$ cat src/rtl/output_handler_pkg.sv
// Shared constants and types for the output handler: port map, field widths
// and the per-port channel state encoding.
package output_handler_pkg;

   localparam int PORT_ADDR_W = 3;
   localparam int VALUE_W     = 8;
   localparam int PULSE_LEN_W = 8;

   localparam logic [PORT_ADDR_W-1:0] PORT_LEDS = 3'd0;
   localparam logic [PORT_ADDR_W-1:0] PORT_P6   = 3'd1;
   localparam logic [PORT_ADDR_W-1:0] PORT_P7   = 3'd2;
   localparam logic [PORT_ADDR_W-1:0] PORT_P8   = 3'd3;
   localparam logic [PORT_ADDR_W-1:0] PORT_P9   = 3'd4;

   typedef enum logic {
      ST_IDLE  = 1'b0,
      ST_PULSE = 1'b1
   } port_state_t;

endpackage

$ cat src/rtl/output_handler_channel.sv
// One output port: holds its value and, for timed writes, counts pulse ticks
// down and blanks the output when the count expires.
//
// state    | meaning
// ST_IDLE  | output latched at last level value (or 0 after an expired pulse)
// ST_PULSE | output driven, countdown running on shared tick
module out_port_channel
   import output_handler_pkg::*;
(
   input  logic                   clk,
   input  logic                   rst_n,
   input  logic                   tick,
   input  logic                   load,
   input  logic [VALUE_W-1:0]     value,
   input  logic [PULSE_LEN_W-1:0] len,
   output logic [VALUE_W-1:0]     out_val,
   output logic                   active
);

   localparam logic [PULSE_LEN_W-1:0] CNT_ONE = PULSE_LEN_W'(1);

   port_state_t            state_q, state_d;
   logic [PULSE_LEN_W-1:0] cnt_q, cnt_d;
   logic [VALUE_W-1:0]     val_q, val_d;

   always_ff @(posedge clk or negedge rst_n) begin
      if (!rst_n) begin
         state_q <= ST_IDLE;
         cnt_q   <= '0;
         val_q   <= '0;
      end else begin
         state_q <= state_d;
         cnt_q   <= cnt_d;
         val_q   <= val_d;
      end
   end

   // A write always wins over a coinciding tick: the fresh length is loaded
   // without being decremented.
   always_comb begin
      state_d = state_q;
      cnt_d   = cnt_q;
      val_d   = val_q;
      if (load) begin
         val_d = value;
         if (len == '0) begin
            state_d = ST_IDLE;
            cnt_d   = '0;
         end else begin
            state_d = ST_PULSE;
            cnt_d   = len;
         end
      end else if (state_q == ST_PULSE && tick) begin
         cnt_d = cnt_q - CNT_ONE;
         if (cnt_q == CNT_ONE) begin
            state_d = ST_IDLE;
            val_d   = '0;
         end
      end
   end

   assign out_val = val_q;
   assign active  = (state_q == ST_PULSE);

endmodule

$ cat src/rtl/output_handler.sv
// OUTPUT-instruction sink: decodes writes to five output ports, each able to
// latch a level or emit a timed pulse measured in prescaler ticks.
module output_handler
   import output_handler_pkg::*;
#(
   parameter int TICK_DIV  = 50000,
   parameter int NUM_PORTS = 5
) (
   input  logic                   clk,
   input  logic                   rst_n,
   input  logic                   wr_en,
   input  logic [PORT_ADDR_W-1:0] wr_port,
   input  logic [15:0]            wr_data,
   output logic                   wr_ack,
   output logic [VALUE_W-1:0]     leds,
   output logic [VALUE_W-1:0]     gpio_p6,
   output logic [VALUE_W-1:0]     gpio_p7,
   output logic [VALUE_W-1:0]     gpio_p8,
   output logic [VALUE_W-1:0]     gpio_p9,
   output logic [NUM_PORTS-1:0]   pulse_active
);

   localparam int PRESC_W = (TICK_DIV > 1) ? $clog2(TICK_DIV) : 1;
   localparam logic [PRESC_W-1:0] PRESC_LAST = PRESC_W'(TICK_DIV - 1);

   logic [PRESC_W-1:0] presc_q;
   logic               tick;
   logic               wr_ack_q;
   logic [VALUE_W-1:0] ch_val [NUM_PORTS];

   // Free-running; the tick is consumed on the edge that wraps back to 0.
   assign tick = (presc_q == PRESC_LAST);

   always_ff @(posedge clk or negedge rst_n) begin
      if (!rst_n) begin
         presc_q  <= '0;
         wr_ack_q <= 1'b0;
      end else begin
         presc_q  <= tick ? '0 : presc_q + PRESC_W'(1);
         wr_ack_q <= wr_en;
      end
   end

   for (genvar i = 0; i < NUM_PORTS; i++) begin : g_ch
      out_port_channel u_ch (
         .clk     (clk),
         .rst_n   (rst_n),
         .tick    (tick),
         .load    (wr_en && (wr_port == PORT_ADDR_W'(i))),
         .value   (wr_data[VALUE_W-1:0]),
         .len     (wr_data[VALUE_W +: PULSE_LEN_W]),
         .out_val (ch_val[i]),
         .active  (pulse_active[i])
      );
   end

   assign wr_ack  = wr_ack_q;
   assign leds    = ch_val[PORT_LEDS];
   assign gpio_p6 = ch_val[PORT_P6];
   assign gpio_p7 = ch_val[PORT_P7];
   assign gpio_p8 = ch_val[PORT_P8];
   assign gpio_p9 = ch_val[PORT_P9];

endmodule

$ cat config.mk
export PLATFORM = sky130hd
export DESIGN_NAME = output_handler
export DESIGN_NICKNAME = d
export VERILOG_FILES = /design/src/rtl/output_handler_pkg.sv /design/src/rtl/output_handler_channel.sv /design/src/rtl/output_handler.sv
export SDC_FILE = /design/constraint.sdc
export NUM_CORES = 1
export LEC_CHECK = 0
export CORE_MARGIN = 5
export CORE_UTILIZATION = 35
export CTS_CLUSTER_SIZE = 30
export DETAILED_ROUTE_END_ITERATION = 6
export PLACE_DENSITY = 0.61
export SKIP_CTS_REPAIR_TIMING = 1
export SLEW_MARGIN = 20
export SYNTH_ARGS = -nofsm -noshare
export SYNTH_HDL_FRONTEND = slang
export SYNTH_SLANG_ARGS = --single-unit
$ cat constraint.sdc
create_clock -name clk -period 2.7 [get_ports clk]
set_input_delay 0.405 -clock clk [delete_from_list [all_inputs] [get_ports clk]]
set_output_delay 0.405 -clock clk [all_outputs]
set_load 0.1 [all_outputs]
==> reports/metrics.yaml <==
outcome:
  outcome: "completed"
final_layout:
  syn2layout_area_growth_pct: 21.80
  n_antenna_cell: 0
  fin_util_pct: 43.05
  drive_gt1_share_pct: 16.29
  fin_nets: 642
floorplan:
  rows: 44
  die-area_sq_um: 17020
  core_sq_um: 14370
  die_h_um: 130.5
  initial_core_util_pct: 35.34
  die_w_um: 130.5
  pin_count: 68
yosys:
  synth_most_common_cell: "nand2_1"
  yosys-top-cells-count: "110 x nand2_1, 102 x dfrtp_1, 49 x o21ai_0"
  synth_edf_count: 0
  syn_area_sq_um: 5079
  yosysSeqAreaShare_pct: 50.26
  yosys_register_bits: 102
  syn_area_per_cell_sq_um: 9.422
  yosysTopAreaCell: "dfrtp_1"
  syn_nets: 572
  netlist_top_cells_area: "dfrtp_1 50%, nand2_1 8.1%, o21ai_0 4.8%"
  netlist_instances: 539
  ys_warn_count: 0
  ys_types: 46
  yosys.area.top_type_share_pct: 50.26
  ys_async_sr_fraction_pct: 100.0
  synth-main-ff-cell: "dfrtp_1"
timing:
  period_needed_ns: 2.445
  max_freq_mhz: 408.9
  fin_worst_skew_ns: 0.009660
  max-slew-margin-rel_pct: 57.77
  min_period_over_period_pct: 90.57
  timing_hold_violations_final: 0
  report.final.slew_viol_count: 0
  rsz0062_at_grt: "no"
  finalSetupViolations: 0
  tightest_slew_ns: 0.6334
  setup_tns_ns: 0
routing:
  drt_iter0_markers: 283
  via_per_inst: 5.112
  dr.pass1.iters: 5
  wirelength_um: 13320
  routedWlPerCell_um: 16.69
  vias: 4079
  drc: 0
  antenna_left: 0
setup_path:
  crit_chain: "or4b_4, or4_4, nor3_2, o21ai_0"
  cp.required_ns: 2.92
  path_max_fanout: 20
  critPathKind: "reg -> reg"
  cpMaxStageDelayCell: "or4_4"
  r2r_start: "presc_q[10]"
  regToRegEndpoint: "g_ch[0].u_ch.out_val[7]"
  arrival_ns: 2.66
  cp-start-kind: "register"
  regToRegSetupSlack_ns: 0.25
  slowest_delay_ns: 0.63
  end_kind: "register"
  r2r_cells: 4
cts:
  clock-sinks: 102
  insertion_delay_ns: 0.36
  cts_tree: "built"
  path_clk_slew_ns: 0.07
  h-tree-depth: 3
  cts_buffer_depth: 2
  root_buffer: "clkbuf_16"
  cts_buffers: 9
global_routing:
  gr-total-overflow: 0
  grtUsageTotal_pct: 16.10
  antenna_found_initial: 0
  first_global_vias: 3979
  grt_pass1_wl_um: 21160
  grt_max_degree: 57
power:
  p_int_mw: 2.920
  powerDensity_nw_per_um2: 813.3
  p_total_mw: 5.031
  p_clk_share_pct: 26.2
  switching_share_pct: 41.97
  p_comb_share_pct: 34.1
  power_leakage_nw: 2.662
  ir_worst_vdd_uv: 436.8
  p_seq_share_pct: 39.7
  p_sw_mw: 2.112
placement:
  place_congestion: 0.7960
  hpwl_um: 9577
  io_buffer_count: 67
flow_run:
  max_cap_violations: 0
min_path:
  hp-class: "in -> async"
-- critical path, delay by kind of cell (launching register included) --
family | cells | cell delay [ns]
and+or+nand+nor | 3 | 1.68
AOI/OAI and AO/OA | 1 | 0.18
DFF | 1 | 0.43
-- through the flow --
step	hold slack [ns]	setup WS [ns]	cell area, sq um	std cells
2_1_floorplan	0.1094	0.5610	5079	539
3_3_place_gp	0.4612	0.3238	5887	782
3_5_place_dp	0.4614	0.2495	5887	782
4_1_cts	0.07702	0.2468	6186	798
5_1_grt	0.1220	0.1226	6186	798
6_report	0.06329	0.2547	6186	798
-- worst max-delay path by stage --
stage                start                      end  slack (ns)  depth (start not counted)
2_1_floorplan  presc_q[10]  g_ch[4].u_ch.out_val[0]        0.56                          6
3_3_place_gp   presc_q[10]  g_ch[0].u_ch.out_val[2]        0.32                          4
3_5_place_dp   presc_q[10]  g_ch[0].u_ch.out_val[7]        0.25                          4
4_1_cts        presc_q[10]  g_ch[0].u_ch.out_val[7]        0.25                          4
5_1_grt        presc_q[10]  g_ch[0].u_ch.out_val[4]        0.12                          4
6_report       presc_q[10]  g_ch[0].u_ch.out_val[7]        0.25                          4
-- sequential cells by signal, indices dropped and copies added, names as in the netlist --
name and cells:
g_ch.u_ch.cnt_q 40, g_ch.u_ch.out_val 40, presc_q 16, g_ch.u_ch.active 5
wr_ack 1
-- power by group through the flow --
stage / combinational, mW / clock [mW] / sequential, mW
floorplan: 0.500 / 0 / 2.80
global route: 1.82 / 1.40 / 2.03
CTS: 1.73 / 1.35 / 2.00
detailed placement: 1.72 / 0 / 2.02
global placement: 1.70 / 0 / 2.01
finish: 1.72 / 1.32 / 2.00
-- routing by layer --
metal | up-vias | routed length (um) | global-route usage (%)
li1 | 1960 | - | -
met1 | 2001 | 6130 | 22.47
met2 | 100 | 6334 | 25.29
met3 | 18 | 670 | 3.618
met4 | 0 | 187 | 4.598
met5 | - | 0 | 0
-- logic make-up after synthesis --
group,after synthesis,share of synthesized area (%)
AOI/OAI and AO/OA,97,10.18
xor gates and xnor gates,45,7.761
adders and majority gates,11,2.710
buffers and inverters,40,3.523
DFF,102,50.26
muxes,4,0.8376
and+or+nand+nor,240,24.74
-- cells in the final DEF, fill, tap and decap left out, types with 9 or more instances in the layout --
master and instances:
xnor2_1 21, nand2_1 110, nor2_1 45, clkdlybuf4s50_1 20, buf_4 65, nor3_1 11, ha_1 11, dfrtp_1 102
o21ai_0 49, nand3_1 13, inv_1 13, a21oi_1 25, o21ai_1 10, xor2_1 24, clkbuf_16 9
-- area by class of cell --
type | instances | area (sq um)
Multi-Input combinational cell | 397 | 2347
Inverter | 13 | 48.80
Tap cell | 184 | 230.2
Sequential cell | 102 | 2552
Clock inverter | 5 | 56.30
Fill cell | 1350 | 8183
Timing Repair Buffer | 86 | 708.2
Clock buffer | 11 | 242.7
(Power assumes the default switching activity.)
